## config.mk

```make
export PLATFORM = sky130hd
export DESIGN_NAME = mandel_dispatch
export DESIGN_NICKNAME = d
export VERILOG_FILES = /design/src/rtl/mandel_pkg.sv /design/src/rtl/mandel_dispatch.sv
export SDC_FILE = /design/constraint.sdc
export NUM_CORES = 1
export LEC_CHECK = 0
export ABC_AREA = 0
export ABC_CLOCK_PERIOD_IN_PS = 2200
export CAP_MARGIN = 0
export CORE_AREA = 3 3 136 138
export CTS_BUF_LIST = sky130_fd_sc_hd__clkbuf_2
export CTS_CLUSTER_SIZE = 14
export DETAILED_ROUTE_END_ITERATION = 8
export DIE_AREA = 0 0 139 141
export PLACE_DENSITY = 0.79
export SETUP_SLACK_MARGIN = 0.5
export SKIP_LAST_GASP = 1
export SYNTH_ARGS = -nofsm -noshare
export SYNTH_HDL_FRONTEND = slang
export SYNTH_SLANG_ARGS = --single-unit
```

## constraint.sdc

```tcl
create_clock -name clk -period 2.2 [get_ports clk]
set_input_delay 0.44 -clock clk [delete_from_list [all_inputs] [get_ports clk]]
set_output_delay 0.44 -clock clk [all_outputs]
set_load 0.05 [all_outputs]
```

## src/rtl/mandel_pkg.sv

```systemverilog
// Shared types for the Mandelbrot pixel dispatcher: Q4.21 coordinate type
// and the dispatcher FSM state encoding.
package mandel_pkg;

    localparam int CORDW = 25;
    localparam int FBITS = 21;

    typedef logic signed [CORDW-1:0] coord_t;

    typedef enum logic [2:0] {
        IDLE    = 3'd0,
        ISSUE   = 3'd1,
        WAIT    = 3'd2,
        WRITE   = 3'd3,
        ADVANCE = 3'd4
    } state_t;

endpackage

```

## src/rtl/mandel_dispatch.sv

```systemverilog
// Walks a frame pixel by pixel in raster order, hands each pixel coordinate to an
// external iteration engine and writes the returned iteration count to the framebuffer.
module mandel_dispatch
    import mandel_pkg::*;
#(
    parameter int FB_WIDTH  = 320,
    parameter int FB_HEIGHT = 180,
    parameter int ITERW     = 8,
    parameter int ADDRW     = $clog2(FB_WIDTH*FB_HEIGHT)
) (
    input  logic                    clk,
    input  logic                    rst,
    input  logic                    frame_start,
    input  logic signed [CORDW-1:0] re_start,
    input  logic signed [CORDW-1:0] im_start,
    input  logic signed [CORDW-1:0] step,
    output logic                    eng_start,
    output logic signed [CORDW-1:0] eng_re,
    output logic signed [CORDW-1:0] eng_im,
    input  logic [ITERW-1:0]        eng_iter,
    input  logic                    eng_done,
    output logic                    fb_we,
    output logic [ADDRW-1:0]        fb_addr,
    output logic [ITERW-1:0]        fb_data,
    output logic                    busy,
    output logic                    frame_done,
    output logic [2:0]              dbg_state
);

    localparam int XW = (FB_WIDTH  > 1) ? $clog2(FB_WIDTH)  : 1;
    localparam int YW = (FB_HEIGHT > 1) ? $clog2(FB_HEIGHT) : 1;

    // Handshake: eng_start is a single-cycle request with eng_re/eng_im valid and held
    // until ADVANCE; the engine answers with a single-cycle eng_done carrying eng_iter.
    // eng_done outside WAIT is treated as noise.

    state_t          state, state_nxt;
    logic [XW-1:0]   x;
    logic [YW-1:0]   y;
    coord_t          re0_q;
    coord_t          step_q;
    logic            row_end;
    logic            frame_end;

    assign row_end   = (x == XW'(FB_WIDTH - 1));
    assign frame_end = row_end && (y == YW'(FB_HEIGHT - 1));
    assign dbg_state = state;

    always_ff @(posedge clk) begin
        if (rst) state <= IDLE;
        else     state <= state_nxt;
    end

    always_comb begin
        state_nxt  = state;
        eng_start  = 1'b0;
        fb_we      = 1'b0;
        frame_done = 1'b0;
        busy       = (state != IDLE);
        case (state)
            IDLE:    if (frame_start) state_nxt = ISSUE;
            ISSUE: begin
                eng_start = 1'b1;
                state_nxt = WAIT;
            end
            WAIT:    if (eng_done) state_nxt = WRITE;
            WRITE: begin
                fb_we     = 1'b1;
                state_nxt = ADVANCE;
            end
            ADVANCE: begin
                if (frame_end) begin
                    frame_done = 1'b1;
                    state_nxt  = IDLE;
                end else begin
                    state_nxt  = ISSUE;
                end
            end
            default: state_nxt = IDLE;
        endcase
    end

    // Coordinates step incrementally; 25-bit adds wrap by construction.
    always_ff @(posedge clk) begin
        if (rst) begin
            x       <= '0;
            y       <= '0;
            fb_addr <= '0;
            fb_data <= '0;
            eng_re  <= '0;
            eng_im  <= '0;
            re0_q   <= '0;
            step_q  <= '0;
        end else begin
            case (state)
                IDLE: begin
                    if (frame_start) begin
                        re0_q   <= re_start;
                        step_q  <= step;
                        eng_re  <= re_start;
                        eng_im  <= im_start;
                        x       <= '0;
                        y       <= '0;
                        fb_addr <= '0;
                    end
                end
                WAIT: begin
                    if (eng_done) fb_data <= eng_iter;
                end
                ADVANCE: begin
                    if (!row_end) begin
                        x       <= x + XW'(1);
                        eng_re  <= eng_re + step_q;
                        fb_addr <= fb_addr + ADDRW'(1);
                    end else if (!frame_end) begin
                        x       <= '0;
                        y       <= y + YW'(1);
                        eng_re  <= re0_q;
                        eng_im  <= eng_im - step_q;
                        fb_addr <= fb_addr + ADDRW'(1);
                    end
                end
                default: ;
            endcase
        end
    end

endmodule
```

==> results of run 1 <==
==> registers in the layout, indices dropped and copies added (netlist names) <==
name       flops
step_q        25
re0_q         25
fb_data        8
dbg_state      3
eng_re        25
x              9
eng_im        25
y              8
fb_addr       16
==> cell usage in the layout, fill, tap and decap left out, types with 15 or more instances in the layout <==
cell type and n:
nand2_1 168, buf_4 164, a21oi_1 90, clkdlybuf4s50_1 85
nor2_1 68, buf_6 68, buf_8 51, dfxtp_1 50
dfxtp_4 49, dfxtp_2 45, inv_1 31, ha_1 30
xor2_1 28, xnor2_1 23, a21o_1 22, nand4_1 21
a222oi_1 20, ha_4 20, clkbuf_2 17, nand3_1 15
==> worst max-delay path: stages (launching register included) <==
cell and delay [ps]:
dfxtp_2 410, nor3b_4 270, and4_4 340, buf_12 110
and3_4 190, buf_12 130
==> power by group <==
part	switching [W]	internal (W)	leakage, nW	total, W
Sequential	0.000235	0.00281	1.23	0.00304
Combinational	0.00243	0.00202	4.27	0.00445
Clock	0.00126	0.000480	0.158	0.00174
Total	0.00392	0.00531	5.66	0.00923
==> kinds of logic after synthesis <==
family | after synthesis
and+or+nand+nor | 387
AOI/OAI and AO/OA | 310
DFF | 144
buffers and inverters | 103
xor gates and xnor gates | 56
adders and majority gates | 53
muxes | 12
==> cell usage after synthesis (all sizes together), types with 22 or more instances <==
cell type  number  area, µm²
ha             51      638.1
nor2           76      292.8
buf            22      115.1
dfxtp         144       2883
xnor2          24      210.2
nor3           28      150.1
clkbuf         45      168.9
nand2         182      690.7
xor2           32      280.3
a21oi         105      525.5
o21ai          36      180.2
a21o           22      165.2
inv            36      135.1
==> cell type report <==
| cell class | count | share of cell area (%) |
|---|---|---|
| Clock buffer | 17 | 0.6071 |
| Clock inverter | 15 | 1.250 |
| Sequential cell | 144 | 22.29 |
| Timing Repair Buffer | 388 | 28.98 |
| Multi-Input combinational cell | 818 | 43.85 |
| Antenna cell | 1 | 0.01786 |
| Inverter | 36 | 1.000 |
| Tap cell | 225 | 2.009 |
==> stage by stage <==
step	setup slack [ps]	hold slack [ps]
floorplan	-95.96	435.7
global placement	-136.9	441.3
detailed placement	-190.0	446.4
finish	-472.1	135.9
global route	-525.8	116.5
CTS	-386.5	99.11
==> metal layers <==
metal  GRT usage [%]  part of all wire, %  routed length [µm]
met1           38.93                   36               13830
met2           52.19                   47               18240
met3           5.054                   10                4017
met4           10.66                  6.3                2410
met5               0                    0                   0
==> how the worst min path moves through the flow <==
stage                                      start                       to  slack, ps  cells past startpoint
after floorplan           re0_q[10]$_SDFFE_PP0P_   re0_q[10]$_SDFFE_PP0P_        440                      2
after global placement     re0_q[9]$_SDFFE_PP0P_    re0_q[9]$_SDFFE_PP0P_        440                      2
after detailed placement  re0_q[18]$_SDFFE_PP0P_   re0_q[18]$_SDFFE_PP0P_        450                      2
after CTS                                    rst  eng_im[14]$_SDFFE_PP0P_        100                      4
after global routing                         rst   eng_im[9]$_SDFFE_PP0P_        120                      4
final                                        rst   eng_im[9]$_SDFFE_PP0P_        140                      4
==> timing repair <==
item                                    CTS  global route
setup buffers                            63            44
gates resized for setup                 680           129
hold endpoints to repair                  0             0
endpoints found under the setup margin  173           172
pin swaps                                72            82
cloned                                    5             2
==> results.yml, run 1 <==
critical_path:
  cp.required_ps: 1760
  startpoint: "x[7]$_SDFFE_PP0P_"
  rr_endpoint: "fb_addr[4]$_SDFFE_PP0P_"
  end_kind: "primary output"
  crit_path_end: "frame_done"
  reg2regPathDepth: 14
  arrival_ps: 2230
  reg2reg_slack_ps: -420
  worstPathMaxFanout: 2
  reg2reg_from: "x[0]$_SDFFE_PP0P_"
  path_class: "reg -> out"
  start_kind: "register"
floorplan:
  die_h_um: 141
  ios: 168
  core_um2: 17300
  die_area_um2: 19600
  start_util_pct: 49.07
  die_width_um: 139
  std_cell_rows: 48
power_and_ir_drop:
  cellPowerDensity_nw_per_um2: 658.7
  p_leak_nw: 5.664
  power_w: 0.009231
  ir_drop_mv: 0.5727
clock_tree:
  htreeDepth: 4
  clk_path_buf_depth: 2
  cts_made_buffers: 17
  root_buffer: "clkbuf_2"
  cts_hold_repair.buffers: 0
  tritoncts_num_sinks: 144
  clk_latency_ps: 800
  cts_tree: "done"
  clk_pin_slew_ps: 280
layout:
  multi_input_area_um2: 6145
  layout-drive-gt1-share_pct: 41.61
  stdcell_area_um2: 14010
  post-route-util_pct: 81.02
  fill_cells: 937
  nets: 1545
  area_growth_pct: 65.09
  seq_area_um2: 3123
  finalNonFillerCells: 1644
placement:
  place.gp.congestion: 0.9453
  io_buffer_count: 167
  dp.cells: 1497
  place_hpwl_mm: 20.17
  post_dp_cell_area_um2: 11640
status:
  status: "finished, violations left"
  violations: "DRC, setup timing"
synthesis:
  synth_simple_gate_area_share_pct: 21.06
  syn-num-nets: 1205
  yosysSeqAreaShare_pct: 33.96
  ys.flop_type: "dfxtp_1"
  synth_mux_area_share_pct: 1.415
  synth.distinct_cells: 74
  async_flop_share_pct: 0
  synth_area_um2: 8488
  synth_compound_area_share_pct: 24.85
  synth_xor_area_share_pct: 5.778
  syn_inst: 1065
  yosys_warnings: 0
  synth_top_family_by_area: "compound AO/OA/AOI/OAI gates"
  synth-edff-count: 0
  synthAdderAreaFrac_pct: 7.989
  syn_avg_cell_area_um2: 7.970
  synth-seq-cells: 144
grt:
  gr-usage-all-layers_pct: 30.44
  grt_antenna_before_repair: 1
  grt_first_pass_wirelength_mm: 48.87
  grt_overflow_total: 0
  grt_pass1_vias: 9489
  grt_max_degree: 71
timing:
  fin_crit_ps: 2672
  hold_viol_final: 0
  rsz0062_at_grt: "yes"
  finalCritPeriodShare_pct: 121.5
  tns_ps: -18730
  setup_violations: 83
  max_freq_mhz: 374.2
  drv_slew: 0
  finalWorstSetupSlack_ps: -472.1
  tightestPinTransition_ps: 769.2
  skew_ps: 51.87
  maxSlewHeadroom_pct: 48.72
routing:
  vias: 10640
  wl_per_cell_um: 23.41
  antenna_left: 0
  first_pass_iters: 9
  drc_errors: 2
  avgViaCountPerCell: 6.474
  first_iter_violations: 1391
  finalWirelength_mm: 38.49
worst_hold_path:
  min_path_type: "in -> reg"
run:
  maxCapViolCount: 0
No activity file was read; power rests on OpenSTA's default activity.
==> run 2, diff against run 1 <==
--- a/config.mk
+++ b/config.mk
@@ -9,7 +9,7 @@
 export ABC_CLOCK_PERIOD_IN_PS = 2200
 export CAP_MARGIN = 0
 export CORE_AREA = 3 3 136 138
-export CTS_BUF_LIST = sky130_fd_sc_hd__clkbuf_2
+export CTS_BUF_LIST = sky130_fd_sc_hd__clkbuf_8
 export CTS_CLUSTER_SIZE = 14
 export DETAILED_ROUTE_END_ITERATION = 8
 export DIE_AREA = 0 0 139 141
==> run 2 against run 1 <==
The run ends with setup timing left. Clock-buffer cell count unchanged. Non-clock buffer count is 21 lower. Sequential share of layout area fell by 0.13 points. Final cell count down 1.3%. Via count decreased by 2.1%. Combinational power shrank 3%. First-iteration DRC count is 8.8% lower. Wire length down 3.0%. Global-route usage grew 1.5 points. Flip-flop and latch count unchanged. Critical path type is now reg -> reg.
==> results.yml, run 2 (same netlist as run 1, synthesis figures left out) <==
critical_path:
  cp.required_ps: 2550
  reg2reg_from: "eng_im[0]$_SDFFE_PP0P_"
  worstPathMaxFanout: 5
  path_class: "reg -> reg"
  start_kind: "register"
  rr_endpoint: "eng_im[14]$_SDFFE_PP0P_"
  arrival_ps: 2880
  reg2regPathDepth: 11
  reg2reg_slack_ps: -330
  end_kind: "register"
routing:
  first_pass_iters: 7
  drc_errors: 0
  antenna_left: 0
  wl_per_cell_um: 23.03
  avgViaCountPerCell: 6.427
  vias: 10420
  finalWirelength_mm: 37.36
  first_iter_violations: 1268
run:
  maxCapViolCount: 0
timing:
  finalWorstSetupSlack_ps: -332.3
  fin_crit_ps: 2532
  finalCritPeriodShare_pct: 115.1
  max_freq_mhz: 394.9
  hold_viol_final: 0
  setup_violations: 52
  drv_slew: 0
  rsz0062_at_grt: "yes"
  tns_ps: -5206
  skew_ps: 14.83
  maxSlewHeadroom_pct: 47.39
  tightestPinTransition_ps: 789.2
layout:
  final_cell_mix: "167 x nand2_1, 123 x buf_4, 88 x a21oi_1"
  seq_area_um2: 3043
  layout-drive-gt1-share_pct: 40.01
  fill_cells: 939
  nets: 1524
  area_growth_pct: 61.84
  post-route-util_pct: 79.42
  antenna_cells: 0
  mostFrequentLayoutCell: "nand2_1"
  multi_input_area_um2: 6319
clock_tree:
  root_buffer: "clkbuf_8"
  cts_made_buffers: 17
  clk_pin_slew_ps: 100
  tritoncts_num_sinks: 144
  htreeDepth: 4
  clk_latency_ps: 480
  clk_path_buf_depth: 2
  cts_tree: "done"
  cts_hold_repair.buffers: 0
power_and_ir_drop:
  ir_drop_mv: 0.5285
  cellPowerDensity_nw_per_um2: 697.1
  p_leak_nw: 5.538
placement:
  place.gp.congestion: 0.9453
  io_buffer_count: 167
  place_hpwl_mm: 20.17
  dp_worst_setup_slack_ps: -190.0
grt:
  grt_first_pass_wirelength_mm: 51.05
  gr-usage-all-layers_pct: 31.95
  grt_antenna_before_repair: 0
  grt_pass1_vias: 9701
  grt_overflow_total: 0
  grt_max_degree: 71
floorplan:
  die_area_um2: 19600
  start_util_pct: 49.07
  std_cell_rows: 48
  ios: 168
  die_width_um: 139
  die_h_um: 141
  core_um2: 17300
worst_hold_path:
  hp-start: "re0_q[18]$_SDFFE_PP0P_"
  min_path_cells: 2
  min_path_type: "reg -> reg"
  whs_endpoint: "re0_q[18]$_SDFFE_PP0P_"
status:
  status: "finished, violations left"
  violations: "setup timing"
==> run 2: changes by cell type in the layout (fill, tap and decap cells not counted), moves of 7 or more <==
cell	change
buf_8	-42
buf_4	-41
buf_2	+39
clkdlybuf4s15_2	+35
dfxtp_1	+30
clkbuf_2	-17
clkbuf_8	+17
dfxtp_4	-17
buf_6	-13
dfxtp_2	-13
xnor2_1	-7
xnor2_2	+7
==> run 2: per-stage QoR <==
| stage | hold WS, ps | power [W] | area, µm² | cells |
|---|---|---|---|---|
| 3_5_place_dp | 446.4 | 0.006384 | 11640 | 1497 |
| 3_3_place_gp | 441.3 | 0.006327 | 11640 | 1497 |
| 4_1_cts | 446.3 | 0.008989 | 13130 | 1596 |
| 6_report | 459.8 | 0.009576 | 13740 | 1622 |
| 5_1_grt | 480.1 | 0.009872 | 13740 | 1622 |
| 2_1_floorplan | 435.7 | 0.005261 | 9215 | 1065 |
==> run 2: what timing repair did <==
action / CTS / global route
setup buffers: 63 / 24
gates cloned: 4 / 2
endpoints found under the setup margin: 172 / 105
pin swaps: 108 / 99
gates resized for setup: 439 / 105
==> run 2: how the worst max path moves through the flow <==
stage               cells past startpoint  slack [ps]                      end              startpoint
detailed placement                     10        -190  eng_im[14]$_SDFFE_PP0P_  step_q[0]$_SDFFE_PP0P_
CTS                                    11        -160  eng_im[18]$_SDFFE_PP0P_  eng_im[0]$_SDFFE_PP0P_
floorplan                              10        -100  eng_im[24]$_SDFFE_PP0P_  eng_im[0]$_SDFFE_PP0P_
global route                           11        -360  eng_im[14]$_SDFFE_PP0P_  eng_im[0]$_SDFFE_PP0P_
global placement                       10        -140  eng_im[14]$_SDFFE_PP0P_  step_q[0]$_SDFFE_PP0P_
finish                                 11        -330  eng_im[14]$_SDFFE_PP0P_  eng_im[0]$_SDFFE_PP0P_
==> run 2: where the power goes <==
group          leakage (nW)  switching [W]  total (W)  internal, W
registers              1.21       0.000232    0.00304      0.00281
logic                  4.12        0.00238    0.00431      0.00193
clock network         0.209        0.00127    0.00223     0.000956
==> run 2: worst max-delay path: stages, from the launching register on <==
cell,delay (ps)
dfxtp_4,370
inv_4,60
ha_4,140
fa_2,220
nor2b_4,50
o31a_1,340
o211ai_1,270
nand2_1,160
a311oi_2,230
buf_4,200
mux2i_1,240
a21oi_1,120
==> run 2: layer usage <==
layer	vias to the layer above	wire (µm)	track usage, %
met3	258	3617	6.581
met1	4853	13650	39.32
met4	0	2741	15.40
met5	-	0	0
li1	4487	-	-
met2	826	17350	53.62
==> run 2: cell type report <==
type                    count  area share, %
flip-flops and latches    144          22.15
well taps                 225          2.049
multi-input cells         818          46.00
inverters                  36          1.020
clock inverters            15          1.275
repair buffers            367          25.80
clock buffers              17          1.703
==> run 3, diff against run 2 <==
--- a/config.mk
+++ b/config.mk
@@ -14,7 +14,6 @@
 export DETAILED_ROUTE_END_ITERATION = 8
 export DIE_AREA = 0 0 139 141
 export PLACE_DENSITY = 0.79
-export SETUP_SLACK_MARGIN = 0.5
 export SKIP_LAST_GASP = 1
 export SYNTH_ARGS = -nofsm -noshare
 export SYNTH_HDL_FRONTEND = slang
==> run 3 against run 2 <==
The run still ends with setup timing left. Hold slack lost 1.2 ps. Combinational power is 12% lower. Clock power up 2%. Largest power group unchanged.
==> results.yml, run 3 (same netlist as run 1, synthesis figures left out) <==
power_and_ir_drop:
  cellPowerDensity_nw_per_um2: 714.9
  ir_drop_mv: 0.5368
  p_leak_nw: 5.175
  power_w: 0.009078
timing:
  skew_ps: 15.48
  max_freq_mhz: 407.9
  tightestPinTransition_ps: 810.1
  hold_viol_final: 0
  fin_crit_ps: 2452
  hold_slack_ps: 458.7
  rsz0062_at_grt: "yes"
  drv_slew: 0
  finalWorstSetupSlack_ps: -251.6
  finalCritPeriodShare_pct: 111.4
  maxSlewHeadroom_pct: 46.00
  setup_violations: 31
layout:
  final_cell_mix: "177 x nand2_1, 146 x buf_4, 143 x clkdlybuf4s50_1"
  post-route-util_pct: 73.41
  antenna_cells: 0
  fill_cells: 1211
  seq_area_um2: 2975
  multi_input_area_um2: 5886
  area_growth_pct: 49.59
  nets: 1482
  mostFrequentLayoutCell: "nand2_1"
  layout-drive-gt1-share_pct: 26.05
grt:
  grt.busiest_layer: "met2"
  use_met2_pct: 46.13
  grt_first_pass_wirelength_mm: 44.71
  grt_overflow_total: 0
  grt_max_degree: 117
  use_met1_pct: 36.13
  gr-usage-all-layers_pct: 27.68
  grt_pass1_vias: 8909
  grt_antenna_before_repair: 0
  use_met3_pct: 4.749
routing:
  first_pass_iters: 7
  wl_per_cell_um: 19.10
  antenna_left: 0
  drc_errors: 0
  avgViaCountPerCell: 6.006
  first_iter_violations: 986
  finalWirelength_mm: 30.17
  vias: 9490
critical_path:
  end_kind: "register"
  arrival_ps: 2790
  reg2reg_slack_ps: -250
  start_kind: "register"
  reg2reg_from: "step_q[0]$_SDFFE_PP0P_"
  worstPathMaxFanout: 3
  reg2regPathDepth: 9
  cp.required_ps: 2540
  path_class: "reg -> reg"
  rr_endpoint: "eng_re[22]$_SDFFE_PP0P_"
run:
  maxCapViolCount: 0
floorplan:
  std_cell_rows: 48
  die_h_um: 141
  start_util_pct: 49.07
  core_um2: 17300
  die_area_um2: 19600
  ios: 168
  die_width_um: 139
clock_tree:
  tritoncts_num_sinks: 144
  clk_latency_ps: 470
  htreeDepth: 4
  clk_pin_slew_ps: 90
  root_buffer: "clkbuf_8"
  cts_made_buffers: 17
  cts_hold_repair.buffers: 0
  clk_path_buf_depth: 2
  cts_tree: "done"
placement:
  place.gp.congestion: 0.9266
  place_hpwl_mm: 20.20
  io_buffer_count: 167
  dp_worst_setup_slack_ps: -237.9
status:
  violations: "setup timing"
  status: "finished, violations left"
worst_hold_path:
  hp-start: "re0_q[2]$_SDFFE_PP0P_"
  whs_endpoint: "re0_q[2]$_SDFFE_PP0P_"
  min_path_cells: 2
  min_path_type: "reg -> reg"
==> run 3: cell count changes in the layout (fill, tap and decap cells not counted), moves of 17 or more <==
cell,change
dfxtp_1,+20
buf_2,-39
dfxtp_4,-17
buf_4,+23
clkdlybuf4s15_2,-35
clkdlybuf4s50_1,+58
buf_6,-42
==> run 3: cell type report <==
cell class              count  area share (%)
clock buffers              17           1.843
multi-input cells         818           46.35
clock inverters            15           1.429
repair buffers            325           23.62
well taps                 225           2.217
inverters                  36           1.104
flip-flops and latches    144           23.43
==> run 3: power by group <==
part	leakage, nW	switching, W	internal, W
Clock	0.212	0.00114	0.00113
Sequential	1.20	0.000198	0.00281
Combinational	3.77	0.00208	0.00171
Total	5.18	0.00342	0.00566
==> run 3: stage by stage <==
| step | TNS, ps | cells | area [µm²] |
|---|---|---|---|
| 6_report | -3744 | 1580 | 12700 |
| 4_1_cts | -1088 | 1570 | 12220 |
| 3_5_place_dp | -4763 | 1525 | 11520 |
| 3_3_place_gp | -2539 | 1525 | 11520 |
| 2_1_floorplan | -481.7 | 1065 | 8782 |
| 5_1_grt | -6440 | 1580 | 12700 |
==> run 3: how the worst max path moves through the flow <==
stage	endpoint	startpoint
floorplan	eng_im[24]$_SDFFE_PP0P_	eng_im[17]$_SDFFE_PP0P_
global placement	eng_re[21]$_SDFFE_PP0P_	x[0]$_SDFFE_PP0P_
detailed placement	eng_re[21]$_SDFFE_PP0P_	x[0]$_SDFFE_PP0P_
CTS	eng_im[24]$_SDFFE_PP0P_	eng_im[0]$_SDFFE_PP0P_
global route	eng_re[22]$_SDFFE_PP0P_	step_q[0]$_SDFFE_PP0P_
finish	eng_re[22]$_SDFFE_PP0P_	step_q[0]$_SDFFE_PP0P_
==> run 3: critical path, cell delays in order, from the launching register on <==
cell and delay, ps:
dfxtp_4 380, ha_4 180, fa_2 400, a211oi_4 290
o211ai_1 180, a21oi_2 290, o211ai_1 120, a31oi_1 250
xor2_1 160, o22ai_1 80
==> run 3: what timing repair did <==
action,in CTS,in global routing
setup buffers,14,16
pin swaps,48,64
resized for setup,47,93
endpoints found under the setup margin,47,67
==> run 3: layer usage <==
layer	routed length, µm	part of all wire [%]	up-vias
met4	1113	3.7	0
met1	12600	42	4523
li1	-	-	4414
met5	0	0	-
met3	1948	6.5	96
met2	14510	48	457
